### src/rtl/branch_predictor.sv
// Fetch-stage branch predictor.
// A direct-mapped BTB/BHT with 2-bit saturating counters. When the BTB misses,
// a static BTFNT fallback is used instead.
// Lookup is combinational on pcF/instrF and reads registered state only.
// The table and the statistics are updated from execute-stage branch resolution.
//
// Ports:
//   clk, rst          - clock, asynchronous active-high reset
//   pcF, instrF       - fetch PC and the instruction fetched at that PC
//   hitF              - BTB entry valid and tag match for pcF
//   predict_takenF    - predicted taken
//   predict_targetF   - predicted next PC
//   update_*          - resolved conditional branch from execute
//   branch_total/taken/correct - wrapping 32-bit branch statistics
module branch_predictor #(
  parameter int ENTRIES = 16,
  parameter int IDX_W   = $clog2(ENTRIES),
  parameter int TAG_W   = 30 - IDX_W
) (
  input  logic        clk,
  input  logic        rst,
  input  logic [31:0] pcF,
  input  logic [31:0] instrF,
  output logic        hitF,
  output logic        predict_takenF,
  output logic [31:0] predict_targetF,
  input  logic        update_valid,
  input  logic [31:0] update_pc,
  input  logic        update_taken,
  input  logic [31:0] update_target,
  input  logic        update_pred_taken,
  output logic [31:0] branch_total,
  output logic [31:0] branch_taken,
  output logic [31:0] branch_correct
);

  logic [ENTRIES-1:0]            valid;
  logic [ENTRIES-1:0][TAG_W-1:0] tag;
  logic [ENTRIES-1:0][31:0]      target;
  logic [ENTRIES-1:0][1:0]       ctr;

  // ---------------- lookup ----------------
  logic [IDX_W-1:0] idx_f;
  logic [TAG_W-1:0] tag_f;
  logic             is_br;
  logic [31:0]      imm_b;
  logic [31:0]      pc_plus4;

  assign idx_f    = pcF[IDX_W+1:2];
  assign tag_f    = pcF[31:IDX_W+2];
  assign is_br    = (instrF[6:0] == 7'b1100011);
  assign imm_b    = {{20{instrF[31]}}, instrF[7], instrF[30:25], instrF[11:8], 1'b0};
  assign pc_plus4 = pcF + 32'd4;
  assign hitF     = valid[idx_f] && (tag[idx_f] == tag_f);

  always_comb begin
    predict_takenF  = 1'b0;
    predict_targetF = pc_plus4;
    if (hitF) begin
      predict_takenF = ctr[idx_f][1];
      if (predict_takenF) predict_targetF = target[idx_f];
    end else begin
      // Backward branches (negative offset) are predicted taken.
      predict_takenF = is_br && imm_b[31];
      if (predict_takenF) predict_targetF = pcF + imm_b;
    end
  end

  // ---------------- update ----------------
  logic [IDX_W-1:0] idx_u;
  logic [TAG_W-1:0] tag_u;
  logic             hit_u;

  assign idx_u = update_pc[IDX_W+1:2];
  assign tag_u = update_pc[31:IDX_W+2];
  assign hit_u = valid[idx_u] && (tag[idx_u] == tag_u);

  always_ff @(posedge clk or posedge rst) begin
    if (rst) begin
      for (int i = 0; i < ENTRIES; i++) begin
        valid[i]  <= 1'b0;
        tag[i]    <= '0;
        target[i] <= '0;
        ctr[i]    <= 2'b01;
      end
    end else if (update_valid) begin
      if (hit_u) begin
        if (update_taken) begin
          target[idx_u] <= update_target;
          if (ctr[idx_u] != 2'b11) ctr[idx_u] <= ctr[idx_u] + 2'd1;
        end else if (ctr[idx_u] != 2'b00) begin
          ctr[idx_u] <= ctr[idx_u] - 2'd1;
        end
      end else begin
        // Allocate or replace: start weakly biased toward the observed outcome.
        valid[idx_u]  <= 1'b1;
        tag[idx_u]    <= tag_u;
        target[idx_u] <= update_target;
        ctr[idx_u]    <= update_taken ? 2'b10 : 2'b01;
      end
    end
  end

  // ---------------- statistics ----------------
  always_ff @(posedge clk or posedge rst) begin
    if (rst) begin
      branch_total   <= '0;
      branch_taken   <= '0;
      branch_correct <= '0;
    end else if (update_valid) begin
      branch_total   <= branch_total + 32'd1;
      branch_taken   <= branch_taken + {31'd0, update_taken};
      branch_correct <= branch_correct + {31'd0, (update_pred_taken == update_taken)};
    end
  end

  // Bits that carry no information for prediction.
  logic unused;
  assign unused = ^{instrF[24:12], pcF[1:0], update_pc[1:0]};

endmodule

### config.mk
export PLATFORM = sky130hd
export DESIGN_NAME = branch_predictor
export DESIGN_NICKNAME = d
export VERILOG_FILES = /design/src/rtl/branch_predictor.sv
export SDC_FILE = /design/constraint.sdc
export NUM_CORES = 2
export LEC_CHECK = 0
export CAP_MARGIN = 25
export CORE_MARGIN = 1
export CORE_UTILIZATION = 40
export DETAILED_ROUTE_END_ITERATION = 7
export HOLD_SLACK_MARGIN = 0.1
export SYNTH_ARGS = -nofsm -noshare
export SYNTH_HDL_FRONTEND = slang
export SYNTH_SLANG_ARGS = --single-unit
### constraint.sdc
create_clock -name clk -period 91.5 [get_ports clk]
set_input_delay 27.45 -clock clk [delete_from_list [all_inputs] [get_ports clk]]
set_output_delay 27.45 -clock clk [all_outputs]
set_load 0.005 [all_outputs]
==> flow_summary_export.csv <==
group,metric,value,unit
synth,synth_xor_xnor_area_share,0.0292,
timing,period_minus_slack,61680,ps
critical_path,cp_max_fo,50,
timing,relSlewSlack,0.291,
critical_path,arrival,34230,ps
synth,synth-adder-area-share,0.00888,
timing,worst_pin_slew,1060,ps
critical_path,cp_data_required_time,64050,ps
critical_path,cp-end-kind,"primary output",
synth,synth_warnings,0,
pwr,ir_drop,0.0185,mV
pwr,clockPowerShare,0.342,
route,post_drt_wl_per_cell,27.5,microns
grt,first_global_vias,35959,
clocking,numCtsBuffers,114,
synth,ys_ff_latch,1072,
final_layout,drive_gt1_frac,0.328,
synth,yosysMostFrequentCell,"dfrtp_1",
route,finalWirelength,166,mm
hold_path,hold_start,"branch_total[31]",
synth,syn_inst,4063,
final_layout,syn2layout_area_growth,13.8,%
clocking,postCtsResizedCells,0,
pwr,power_density,22.9,nW/um^2
route,firstDrtPassIters,5,
clocking,htreeDepth,3,
synth,netlist.top_cell.by_area,"dfrtp_1",
synth,synth_commonest_cells,"1056 x dfrtp_1, 674 x mux2_2, 381 x mux4_2, 245 x nand2_1, 187 x o21ai_0",
pwr,seqPwrFrac,0.441,
critical_path,endpoint,"predict_targetF[3]",
synth,synth-compound-area-share,0.0488,
timing,drv_slew,0,
timing,period_share,0.674,
synth,synthFlopType,"dfrtp_1",
place,port_buffers,247,
pwr,power.net_switching,405,uW
critical_path,r2r_start,"tag[306]",
floorplan,die_h,375,microns
timing,fmax,16.2,MHz
synth,async_flop_share,1.00,
clocking,clock_latency,740,ps
clocking,cts.sinks,1072,
critical_path,critPathKind,"input pin to primary output",
clocking,clk_pin_slew,60,ps
grt,grt_pass1_wl,248,mm
critical_path,reg2reg_depth,11,
clocking,clock_path_buffers,3,
critical_path,critPathLaunchType,"input pin",
place,gp_congestion,0.865,
pwr,switching_share,0.279,
pwr,internal_power,1.05,mW
synth,ys_types,83,
clocking,cts_post_setup_buffers_inserted,0,
hold_path,holdCritPathClass,"flip-flop to flip-flop",
route,ant_nets,0,
clocking,cts_tree,"built",
pwr,combPwrFrac,0.216,
floorplan,die_w,375,microns
timing,setup_violations,0,
route,viasPerCell,5.92,
synth,synth_top_area_share,0.474,
synth,yosysSeqAreaShare,0.481,
clocking,hold_buffers,0,
final_layout,fin_nets,4337,
grt,grt-ovfl-total,0,
route,drt_drc_violations_left,0,
synth,yosys.area_share.simple,0.0543,
timing,clock_skew,36.5,ps
synth,synth_top_family_by_area,"multiplexers",
synth,avgSynthCellArea,13.7,sq um
synth,muxShareOfSynthArea,0.343,
floorplan,core.rowCount,136,
critical_path,crit_path_start,"pcF[2]",
clocking,root_buffer,"clkbuf_16",
timing,rsz0062_at_grt,"false",
synth,synth.area.top_cells,"dfrtp_1 47%, mux4_2 15%, mux2_2 14%",
outcome,outcome,"finished, final reports clean",
route,vias,35858,
timing,finalHoldViolations,0,
critical_path,r2r-end,"target[116]",
synth,synth_edf_count,0,
floorplan,ios,263,
place,dp.final_hpwl,102,mm
synth,netlist_area,55800,sq um
pwr,power.leakage,26.7,nW
timing,fin_setup_tns,0,ps
floorplan,fp.coreArea,138000,sq um
grt,grt_usage,0.237,
critical_path,rrSetupSlack,85820,ps
place,placed_area,59300,sq um
grt,grt_max_degree,188,
final_layout,fin_area,63500,sq um
synth,postSynthNetCount,4235,
floorplan,start_util,0.405,
floorplan,die-area,141000,sq um
grt,antenna_found_initial,12,
run,maxCapViolCount,0,
route,drtIter0Drc,3293,
## worst min-delay path by stage
stage | end | slack [ps] | depth (start not counted)
detailed placement | branch_taken[31] | 460 | 1
floorplan | valid[10] | 450 | 1
global route | target[433] | 500 | 1
CTS | branch_taken[31] | 480 | 1
global placement | branch_taken[31] | 460 | 1
finish | branch_total[31] | 480 | 1
## registers in the layout (all words and copies together) (netlist names)
register        cells
branch_correct     32
branch_taken       32
branch_total       32
ctr                32
tag               416
target            512
valid              16
## area by class of cell
cell class / count / area, sq um
multi-input combinational: 2618 / 27100
tap: 1794 / 2240
clock inverter: 52 / 711
inverter: 51 / 201
clock buffer: 160 / 3350
antenna: 2 / 5.00
sequential: 1072 / 26800
fill: 12226 / 74300
timing repair buffer: 308 / 3080
## cell families after synthesis
logic type,after synthesis
AOI/OAI and AO/OA,445
muxes,1329
DFF,1072
xor gates and xnor gates,186
and+or+nand+nor,619
adders and majority gates,39
buffers and inverters,373
## power groups by stage
stage	Combinational [mW]	Clock, mW	Sequential, mW
after floorplan	0.229	0	0.630
after global placement	0.308	0	0.643
after detailed placement	0.314	0	0.647
after CTS	0.315	0.507	0.639
after global routing	0.337	0.525	0.654
final	0.314	0.497	0.641
## worst max-delay path, cell delays in order
cell and delay (ps):
buf_8 420, buf_4 520, buf_4 730, mux4_2 600
mux2i_1 730, xnor2_1 140, a311o_1 360, a22oi_1 240
nand3_1 170, nor4_4 300, buf_4 480, mux2i_1 890
inv_1 240, o221a_2 350, clkdlybuf4s50_1 450
## per-stage QoR
stage	utilization	power, mW	std cells	worst slack [ps]	hold WS, ps
after global routing	0.461	1.52	6055	29560	495
final	0.461	1.45	6057	29820	478
after floorplan	-	0.858	4063	33080	446
after CTS	0.460	1.46	6050	29940	477
after detailed placement	0.430	0.961	5838	29960	463
after global placement	0.430	0.951	5838	29900	463
## layout by cell type, fill, tap and decap left out, drive strengths merged, types with 6 or more instances in the layout
cell,n
o21a,13
a211oi,19
or2,6
mux2i,110
clkinv,34
xnor2,122
xor2,64
inv,53
o21ai,187
clkdlybuf4s50,239
dfstp,16
mux4,381
a21oi,93
nand4,44
o2bb2ai,7
and4,6
nand3,58
nor2,121
nor3,32
dfrtp,1056
a21o,14
nor2b,8
buf,69
mux2,838
nor4,7
nand2b,23
and3,24
a22oi,8
bufinv,14
or3,10
clkbuf,160
a31oi,11
and2,6
nand2,262
o22ai,21
ha,38
## metal layers
| layer | track usage | wire, microns | vias up |
|---|---|---|---|
| met5 | 0 | 108 | - |
| met4 | 0.0678 | 4290 | 14 |
| met3 | 0.0483 | 11500 | 249 |
| met2 | 0.372 | 77500 | 1182 |
| met1 | 0.332 | 72900 | 19064 |
| li1 | - | - | 15349 |
Power figures use the tool's default switching activity.
